**src/rtl/pbutton_debounce.sv**
```systemverilog
// Push-button / switch input conditioning: synchroniser, per-bit debounce,
// edge pulses, sticky pending flags and a maskable interrupt.
module pbutton_debounce #(
  parameter int N_BTN       = 5,
  parameter int SYNC_STAGES = 2,
  parameter int DB_CYCLES   = 1_000_000,
  localparam int CNT_W      = $clog2(DB_CYCLES)
) (
  input  logic             clk,
  input  logic             rstn,
  input  logic [N_BTN-1:0] i_btn,
  output logic [N_BTN-1:0] o_btn,
  output logic [N_BTN-1:0] o_rise,
  output logic [N_BTN-1:0] o_fall,
  input  logic [N_BTN-1:0] i_clr,
  input  logic [N_BTN-1:0] i_irq_en,
  output logic [N_BTN-1:0] o_pend,
  output logic             o_irq
);

  localparam logic [CNT_W-1:0] CNT_MAX = CNT_W'(DB_CYCLES - 1);

  logic [N_BTN-1:0] sync_reg [SYNC_STAGES];
  logic [N_BTN-1:0] s;
  logic [N_BTN-1:0] accept;
  logic [N_BTN-1:0] btn_reg,  btn_next;
  logic [N_BTN-1:0] rise_reg, rise_next;
  logic [N_BTN-1:0] fall_reg, fall_next;
  logic [N_BTN-1:0] pend_reg, pend_next;

  always_ff @(posedge clk or negedge rstn) begin
    if (!rstn) begin
      for (int i = 0; i < SYNC_STAGES; i++) begin
        sync_reg[i] <= '0;
      end
    end else begin
      sync_reg[0] <= i_btn;
      for (int i = 1; i < SYNC_STAGES; i++) begin
        sync_reg[i] <= sync_reg[i-1];
      end
    end
  end

  assign s = sync_reg[SYNC_STAGES-1];

  // One run-length counter per bit; any sample matching the stable level
  // throws away the partial count.
  generate
    for (genvar gi = 0; gi < N_BTN; gi++) begin : g_bit
      logic [CNT_W-1:0] cnt_reg, cnt_next;
      logic             differ;

      assign differ     = s[gi] ^ btn_reg[gi];
      assign accept[gi] = differ && (cnt_reg == CNT_MAX);

      always_comb begin
        cnt_next = '0;
        if (differ && (cnt_reg != CNT_MAX)) begin
          cnt_next = cnt_reg + CNT_W'(1);
        end
      end

      always_ff @(posedge clk or negedge rstn) begin
        if (!rstn) begin
          cnt_reg <= '0;
        end else begin
          cnt_reg <= cnt_next;
        end
      end
    end
  endgenerate

  // Pending: a rising edge beats a same-cycle clear so no press is lost.
  always_comb begin
    btn_next  = btn_reg ^ accept;
    rise_next = accept & s;
    fall_next = accept & ~s;
    pend_next = rise_reg | (pend_reg & ~i_clr);
  end

  always_ff @(posedge clk or negedge rstn) begin
    if (!rstn) begin
      btn_reg  <= '0;
      rise_reg <= '0;
      fall_reg <= '0;
      pend_reg <= '0;
    end else begin
      btn_reg  <= btn_next;
      rise_reg <= rise_next;
      fall_reg <= fall_next;
      pend_reg <= pend_next;
    end
  end

  assign o_btn  = btn_reg;
  assign o_rise = rise_reg;
  assign o_fall = fall_reg;
  assign o_pend = pend_reg;
  assign o_irq  = |(pend_reg & i_irq_en);

endmodule
```
**config.mk**
```make
export PLATFORM = sky130hd
export DESIGN_NAME = pbutton_debounce
export DESIGN_NICKNAME = d
export VERILOG_FILES = /design/src/rtl/pbutton_debounce.sv
export SDC_FILE = /design/constraint.sdc
export NUM_CORES = 1
export LEC_CHECK = 0
export ABC_CLOCK_PERIOD_IN_PS = 6200
export BUFFER_PORTS_ARGS = -buffer_cell sky130_fd_sc_hd__buf_4
export CAP_MARGIN = 20
export CORE_MARGIN = 4
export CORE_UTILIZATION = 28
export DETAILED_ROUTE_END_ITERATION = 8
export PLACE_DENSITY_LB_ADDON = 0.05
export SLEW_MARGIN = 10
export SYNTH_ARGS = -nofsm -noshare
export SYNTH_HDL_FRONTEND = slang
export SYNTH_SLANG_ARGS = --single-unit
```
**constraint.sdc**
```tcl
create_clock -name clk -period 6.2 [get_ports clk]
set_input_delay 0.31 -clock clk [delete_from_list [all_inputs] [get_ports clk]]
set_output_delay 0.31 -clock clk [all_outputs]
set_load 0.05 [all_outputs]
```
======== Word level (Yosys, flattened, before mapping) ========
Index checks and enable logic that the tools add are counted.
operators by class
  add/subtract/negate cells ............... 5
  eq/ne operators ......................... 10
  multiplexer cells ....................... 5
  bitwise operators ....................... 13
  reductions and logical operators ........ 11
operators with widths
  kind                   number
  $add 20x1->20 const B  5
  $eq 20x20->1 const B   5
  $mux 20                5
  $ne 20x20->1 const B   5
  $and 5x5->5            4
  $logic_and 1x1->1      10
  $not 5->5              2
  $or 5x5->5             1
  $reduce_or 5->1        1
  $xor 1x1->1            5
  $xor 5x5->5            1
storage, ports and cells
  register bits ........................... 130
  logic and storage cells ................. 55

======== Depth between registers and ports, before layout ========
Gate-level depths: netlist of run 1.
  depth in word-level cells ............... 3
  depth in mapped cells ................... 7
  gate-level depth less buffers ........... 5

======== Least setup slack after synthesis of run 1 ========
OpenSTA, ideal clock, no wires.
  kind .................................... flip-flop to flip-flop
  start ................................... register g_bit[2].cnt_reg[0]
  end ..................................... register g_bit[2].cnt_reg[18]
  setup time .............................. 0.073 ns
  arrival time ............................ 1.905 ns
  path slack .............................. 4.222 ns
  cell stages (with the launch flop) ...... 7
  period minus slack after synthesis ...... 1.978 ns
  cell sequence ........................... dfrtp_1 > ha_1 > nand2_1 > or4_1 > buf_2 > or4_4 > a21oi_2
between the ends
  word-level cells in the longest chain between the ends .. 3
RTL lines
  element                                                line  RTL
  from (decl)                                            50    logic [CNT_W-1:0] cnt_reg, cnt_next;
  from (signal assigned)                                 67    cnt_reg <= cnt_next;
  branches (longest 2 deep; another with $add 20x1->20)  --
  $mux 20 *                                              58    if (differ && (cnt_reg != CNT_MAX)) begin
  net g_bit[2].cnt_next[18]                              50
Mark *: on every way through the listed nets, which the timed path passes.

======== Worst setup path after layout of run 1 ========
  start ................................... register g_bit[3].cnt_reg[0]
  end ..................................... register g_bit[3].cnt_reg[16]
between the ends
  word-level cells in the longest chain between the ends .. 3
RTL lines
  element                                                line
  from (decl)                                            50
  from (signal assigned)                                 67
  branches (longest 2 deep; another with $add 20x1->20)  --
  $mux 20 *                                              58
  net g_bit[3].cnt_next[16]                              50
Marks and branches as above.

==> reports/metrics.csv, run 1 <==
metric;value;unit
ys_top_cells_by_count;dfrtp_1, nor2_1, xnor2_1;
hold_class;primary input to flop;
cts_tree;yes;
yosysUniqueCellTypes;40;
slew_viol_final;0;
finalCritPeriodShare;35.3;%
totalWireLength;13.2;mm
synth.most_common_cell;dfrtp_1;
hpwl;8.91;mm
drv_cap;0;
pre_cts_ws;4000;ps
nets;652;
grt_use_total;12.0;%
cts_max_level;4;
cts-buffers-inserted;17;
synth_top_area_share;54.3;%
dp_cells;880;
skew;10.3;ps
netlist_area;0.00600;mm^2
end_kind;flop;
syn_inst;579;
hold_viol;0;
finalSetupViolCount;0;
grt_max_degree;78;
min_period;2190;ps
place.port_buffers;37;
largest_reg_flops;100;
ys_ff_latch;130;
grt_pass1_wl;23.0;mm
start_util;28.5;%
clkLatencyLatePin;420;ps
die_x;154;um
numClockSinks;130;
fp.dieH;154;um
vias;4434;
rsz0062_at_grt;false;
grt-ovfl-total;0;
clk_pin_slew_worst_paths;60;ps
crit_fanout;12;
syn_nets;601;
peakVddDrop;0.000147;V
critPathRequiredTime;6500;ps
synth_seq_area_share;54.3;%
ios;38;
clockRootBuffer;clkbuf_16;
tns;0;ps
drtPass1Iterations;4;
critPathKind;flop to flop;
status;finished clean;
worstMarginPinSlew;833;ps
final_cells;918;
yosysTopAreaCell;dfrtp_1;
syn_to_final_growth;21.8;%
wl_per_cell;14.4;um
synth_area_leaders;dfrtp_1, xnor2_1, xor2_1;
rows;53;
worst_slack;4010;ps
coreArea;0.0210;mm^2
r2r-start;g_bit[3].cnt_reg[0];
drive_gt1_share;14.3;%
syn_area_per_cell;10.4;um^2
postSynth.asyncResetShare;100;%
ant_nets;0;
ys.flop_type;dfrtp_1;
yosys_warnings;0;
dieArea;0.0238;mm^2
first_global_vias;4529;
routabilityCongestion;0.753;
min_from;i_clr[1];
power.total;2.03;mW
grt_antenna_before_repair;0;
via_per_inst;4.83;
maxSlewHeadroom;44.1;%
max_freq;457;MHz
post-route-drc-count;0;
cellLeakagePower;3.05;nW
initialDrtViolationCount;171;
crit_path_start;g_bit[3].cnt_reg[0];
synth_edf_count;0;
crit_arrival;2490;ps
diodes;0;
setup.worst_path.start_class;flop;
cellPowerDensity;278;mW/mm^2
clk_path_buf_depth;2;
-- power by group --
part	internal (mW)	leakage, nW	switching (mW)
Sequential	0.860	1.78	0.0128
Combinational	0.0211	0.958	0.0368
Clock	0.718	0.308	0.384
Total	1.60	3.05	0.433
-- layout by cell type, fill, tap and decap left out, types with 6 or more instances in the layout --
master / instances
xor2_1: 32
buf_4: 40
a21oi_1: 26
clkbuf_16: 17
nor4_1: 14
or4_1: 20
and3_1: 12
nand2_1: 32
nor2_1: 71
dlygate4sd3_1: 6
o31ai_1: 11
or3_1: 22
nor3_1: 11
xnor2_1: 36
nor3b_1: 10
o21ai_0: 16
dfrtp_1: 130
nand3_1: 31
inv_1: 19
nand4_1: 25
-- worst max-delay path, stage by stage (launching register included) --
cell and delay [ps]:
dfrtp_1 370, ha_1 190, and2_0 320, nand4_1 180, o31ai_2 630, buf_4 310, a21oi_1 70
-- routing by layer --
layer | global-route usage [%] | wire length (um)
met1 | 16.2 | 6510
met3 | 3.64 | 451
met5 | 0 | 0
met2 | 18.5 | 6130
met4 | 3.66 | 128
-- final timing paths --
check                      slack [ps]              endpoint  cells past startpoint
max in group asynchronous        4500   g_bit[1].cnt_reg[0]                      3
min                               170             o_pend[1]                      3
max reg2reg                      4010  g_bit[3].cnt_reg[16]                      6
max                              4010  g_bit[3].cnt_reg[16]                      6
min reg2reg                       350                  s[3]                      0
min in group asynchronous         520  g_bit[2].cnt_reg[18]                      2
-- through the flow --
| step | instance area [um^2] | utilization, % | hold slack [ps] |
|---|---|---|---|
| floorplan | 6000 | - | 14.4 |
| global placement | 6590 | 31.3 | 332 |
| detailed placement | 6590 | 31.3 | 338 |
| CTS | 7300 | 34.7 | 151 |
| global route | 7300 | 34.7 | 154 |
| finish | 7300 | 34.7 | 172 |
-- area by class of cell --
cell class | instances | area [um^2]
fill | 2120 | 13700
sequential | 130 | 3250
multi-input combinational | 415 | 2610
clock buffer | 21 | 480
timing repair buffer | 47 | 372
tap | 275 | 344
clock inverter | 11 | 176
inverter | 19 | 71.3
-- timing repair --
action                    4_1_cts  5_1_grt
hold buffers                    6        0
gates resized for setup         0        0
buffers inserted                0        0
hold endpoints to repair       81        0
-- cell families after synthesis --
group                    count (synthesis)  share of synthesized area (%)
multiplexers                             6                           1.11
AND/OR/NAND/NOR                        269                           24.3
AO/OA/AOI/OAI                           67                           7.03
buffers and inverters                   34                           2.30
XOR/XNOR                                68                           9.93
flip-flops                             130                           54.3
adder cells (fa/ha/maj)                  5                           1.04
No activity file was read; power rests on OpenSTA's default activity.
==> inputs of run 2 (changes only) <==
--- a/config.mk
+++ b/config.mk
@@ -5,7 +5,7 @@
 export SDC_FILE = /design/constraint.sdc
 export NUM_CORES = 1
 export LEC_CHECK = 0
-export ABC_CLOCK_PERIOD_IN_PS = 6200
+export ABC_CLOCK_PERIOD_IN_PS = 1800
 export BUFFER_PORTS_ARGS = -buffer_cell sky130_fd_sc_hd__buf_4
 export CAP_MARGIN = 20
 export CORE_MARGIN = 4
==> constraint.sdc (replaced) <==
create_clock -name clk -period 1.8 [get_ports clk]
set_input_delay 0.09 -clock clk [delete_from_list [all_inputs] [get_ports clk]]
set_output_delay 0.09 -clock clk [all_outputs]
set_load 0.05 [all_outputs]
==> reports/metrics.csv, run 2 (synthesis results as in run 1) <==
metric;value;unit
mostFrequentLayoutCell;dfrtp_1;
min_period;1840;ps
grt-ovfl-total;0;
dp_cells;955;
vias;4743;
critPathKind;flop to flop;
start_util;28.5;%
totalWireLength;14.1;mm
via_per_inst;4.72;
worstMarginPinSlew;462;ps
pwr-share-seq;43.6;%
share_comb_of_total_power;4.1;%
clk_pin_slew_worst_paths;60;ps
ios;38;
n_fill_cell;2061;
cts_max_level;4;
coreArea;0.0210;mm^2
drive_gt1_share;31.0;%
numClockSinks;130;
rows;53;
cellLeakagePower;3.47;nW
grt_use_total;12.4;%
nets;740;
place.port_buffers;37;
grt_antenna_before_repair;0;
clk_path_buf_depth;2;
max_freq;544;MHz
drtPass1Iterations;4;
cts_tree;yes;
cts-buffers-inserted;17;
hpwl;9.75;mm
diodes;0;
slew_viol_final;0;
finalSetupViolCount;19;
p_sw;1.48;mW
swShare;21.4;%
wl_per_cell;14.0;um
final_cells;1005;
hold_class;primary input to asynchronous set/reset pin;
fp.dieH;154;um
status;finished, violations left;
end_kind;flop;
post-route-drc-count;0;
clkLatencyLatePin;410;ps
crit_fanout;7;
largest_reg_flops;100;
p_int;5.41;mW
finalCritPeriodShare;102;%
layout_common_cells;dfrtp_1, buf_4, nor2_1;
worst_slack;-37.2;ps
dieArea;0.0238;mm^2
initialDrtViolationCount;185;
power.total;6.89;mW
cellPowerDensity;835;mW/mm^2
routabilityCongestion;0.762;
syn_to_final_growth;37.5;%
peakVddDrop;0.000609;V
drv_cap;0;
ant_nets;0;
crit_arrival;2130;ps
tns;-533;ps
clkPwrFrac;52.3;%
die_x;154;um
hold_viol;0;
critPathRequiredTime;2090;ps
setup.worst_path.start_class;flop;
first_global_vias;4779;
skew;7.09;ps
rsz0062_at_grt;true;
fin_util;39.2;%
grt_pass1_wl;24.0;mm
violations;setup timing;
clockRootBuffer;clkbuf_16;
grt_max_degree;46;
maxSlewHeadroom;69.2;%
-- run 2: final cells by class --
cell class	count	area (um^2)	area share, %
Multi-Input combinational cell	415	2870	34.8
Inverter	19	71.3	0.865
Clock inverter	8	126	1.53
Sequential cell	130	3260	39.5
Tap cell	275	344	4.17
Clock buffer	23	488	5.92
Timing Repair Buffer	135	1090	13.2
-- run 2: path summary, 6_finish.rpt --
check                           depth (start not counted)                   end  slack [ps]                  from
worst min-delay path                                    2           sync_reg[5]         180                  rstn
min in group clk                                        2           sync_reg[6]         330              i_btn[1]
worst min register to register                          0                  s[1]         350           sync_reg[6]
worst max register to register                          5  g_bit[2].cnt_reg[17]         -40  g_bit[2].cnt_reg[11]
max in group asynchronous                               3   g_bit[4].cnt_reg[0]         980                  rstn
worst max-delay path                                    5  g_bit[2].cnt_reg[17]         -40  g_bit[2].cnt_reg[11]
-- run 2: metrics by stage --
stage	hold slack (ps)	instance area [um^2]	setup WS, ps
after CTS	193	8060	-52.5
after global routing	225	8250	-97.8
after floorplan	-206	6070	-45.6
final	184	8250	-37.2
after global placement	55.7	7220	-116
after detailed placement	61.3	7220	-117
-- run 2: timing repair --
item / CTS / global route
endpoints found under the setup margin: 38 / 51
endpoints found under the hold margin: 52 / 0
pin swaps: 7 / 16
gates resized for setup: 20 / 46
hold buffers: 11 / 0
cloned: 1 / 0
setup buffers: 4 / 3
-- run 2: metal layers --
| layer | vias to the layer above | track usage [%] | routed length [um] |
|---|---|---|---|
| met5 | - | 0 | 0 |
| met4 | 0 | 4.67 | 213 |
| met3 | 16 | 2.77 | 369 |
| met2 | 49 | 19.0 | 6550 |
| met1 | 2329 | 17.2 | 6980 |
| li1 | 2349 | - | - |
-- run 2: power groups by stage --
stage                     clock network [mW]  logic, mW  registers (mW)
after floorplan                            0     0.0896            3.05
after global placement                     0      0.253            3.05
after detailed placement                   0      0.255            3.05
after CTS                               3.71      0.280            3.00
after global routing                    3.85      0.327            3.01
final                                   3.60      0.283            3.00
-- run 2: worst max-delay path, cell delays in order, from the launching register on --
cell	delay, ps
dfrtp_1	380
or4_4	550
nor4_4	320
a31o_2	260
buf_6	160
a21oi_1	50
==> inputs of run 3 (changes only) <==
--- a/config.mk
+++ b/config.mk
@@ -12,6 +12,7 @@
 export CORE_UTILIZATION = 28
 export DETAILED_ROUTE_END_ITERATION = 8
 export PLACE_DENSITY_LB_ADDON = 0.05
+export SETUP_SLACK_MARGIN = 0.3
 export SLEW_MARGIN = 10
 export SYNTH_ARGS = -nofsm -noshare
 export SYNTH_HDL_FRONTEND = slang
==> reports/metrics.csv, run 3 (synthesis results as in run 1) <==
metric;value;unit
worstMarginPinSlew;525;ps
peakVddDrop;0.000522;V
grt_pass1_wl;26.1;mm
setup.worst_path.start_class;flop;
crit_path_start;g_bit[2].cnt_reg[13];
rows;53;
dieArea;0.0238;mm^2
place.port_buffers;37;
cellLeakagePower;3.76;nW
diodes;0;
mostFrequentLayoutCell;buf_4;
reg2reg_depth;4;
syn_to_final_growth;52.2;%
drtPass1Iterations;6;
crit_buf_inv;0;
cts-buffers-inserted;17;
cts_tree;yes;
hpwl;10.3;mm
totalWireLength;15.3;mm
largest_reg_flops;100;
clk_path_buf_depth;2;
fp.dieH;154;um
hold_viol;0;
layout_common_cells;buf_4, dfrtp_1, xnor2_1;
skew;8.78;ps
maxSlewHeadroom;65.0;%
crit_fanout;4;
end_kind;flop;
clk_pin_slew_worst_paths;60;ps
cp_top_family;simple AND/OR/NAND/NOR gates;
drv_cap;0;
min_period;1820;ps
post-route-drc-count;0;
start_util;28.5;%
violations;setup timing;
wl_per_cell;14.7;um
initialDrtViolationCount;157;
r2r_setup_slack;-20;ps
dp_cells;964;
grt_antenna_before_repair;0;
final_cells;1046;
cellPowerDensity;776;mW/mm^2
status;finished, violations left;
ios;38;
slew_viol_final;0;
via_per_inst;4.75;
critPathKind;flop to flop;
grt-ovfl-total;0;
vias;4973;
cp_num_cells;4;
slowest_stage;or4_4;
slowest_delay;550;ps
worst_slack;-24.2;ps
grt_use_total;13.6;%
first_global_vias;5278;
numClockSinks;130;
finalSetupViolCount;6;
clockRootBuffer;clkbuf_16;
critPathRequiredTime;2090;ps
die_x;154;um
r2r-start;g_bit[2].cnt_reg[13];
ant_nets;0;
fin_util;43.4;%
max_freq;548;MHz
rsz0062_at_grt;true;
grt_max_degree;57;
clkLatencyLatePin;410;ps
nets;780;
path_cells;or4_4 -> nor4_4 -> nand3_2 -> mux2_4;
crit_arrival;2120;ps
cts_max_level;4;
finalCritPeriodShare;101;%
coreArea;0.0210;mm^2
drive_gt1_share;46.0;%
routabilityCongestion;0.758;
hold_class;primary input to asynchronous set/reset pin;
-- run 3: changes by cell type in the layout (fill, tap and decap cells not counted), sizes merged --
cell      change
buf          +40
bufinv        +1
clkinvlp      +2
inv           +1
clkbuf        -3
-- run 3: area by class of cell --
type                    instances  area (um^2)
clock inverters                12          180
clock buffers                  20          457
flip-flops and latches        130         3260
inverters                      19         71.3
repair buffers                175         1450
multi-input cells             415         3360
fillers                      2002        11900
well taps                     275          344
-- run 3: worst register-to-register path: stages (launching register included) --
cell     delay [ps]
dfrtp_1         380
or4_4           550
nor4_4          310
nand3_2         160
mux2_4          320
-- run 3: final timing paths --
| path | end |
|---|---|
| max | flop |
| min reg2reg | s[2] |
| max in group asynchronous | o_pend[0] |
| max reg2reg | flop |
| min | g_bit[1].cnt_reg[18] |
| min in group clk | sync_reg[9] |
-- run 3: report_power, final --
group	internal (mW)	switching [mW]
combinational	0.168	0.190
sequential	2.96	0.0442
clock	2.40	1.32
total	5.53	1.56
-- run 3: metrics by stage --
stage	hold WS, ps	power, mW	cell area (um^2)	setup TNS [ps]	setup slack, ps
detailed placement	106	3.33	7410	-685	-104
finish	232	7.08	9130	-68.4	-24.2
global placement	94.0	3.32	7410	-54.2	-27.3
global route	294	7.39	9130	-2050	-70.0
CTS	253	7.20	8900	-180	-47.8
floorplan	-206	3.15	6250	-117	-45.6
-- run 3: timing repair --
| action | CTS | global route |
|---|---|---|
| gates resized for setup | 126 | 51 |
| pin swaps | 45 | 13 |
| buffers inserted | 32 | 5 |
| setup endpoints to repair | 113 | 113 |
| gates cloned | 2 | 0 |
| hold buffers | 11 | 0 |
| hold endpoints to repair | 61 | 0 |
-- run 3: per-layer routing --
layer  vias to the layer above  share of wire [%]  GRT usage, %  wire length, um
met3                        13                2.3          2.99              348
li1                       2426                  -             -                -
met1                      2486                 45          17.0             6890
met5                         -                  0             0                0
met2                        48                 52          23.1             7900
met4                         0                1.3          4.79              197
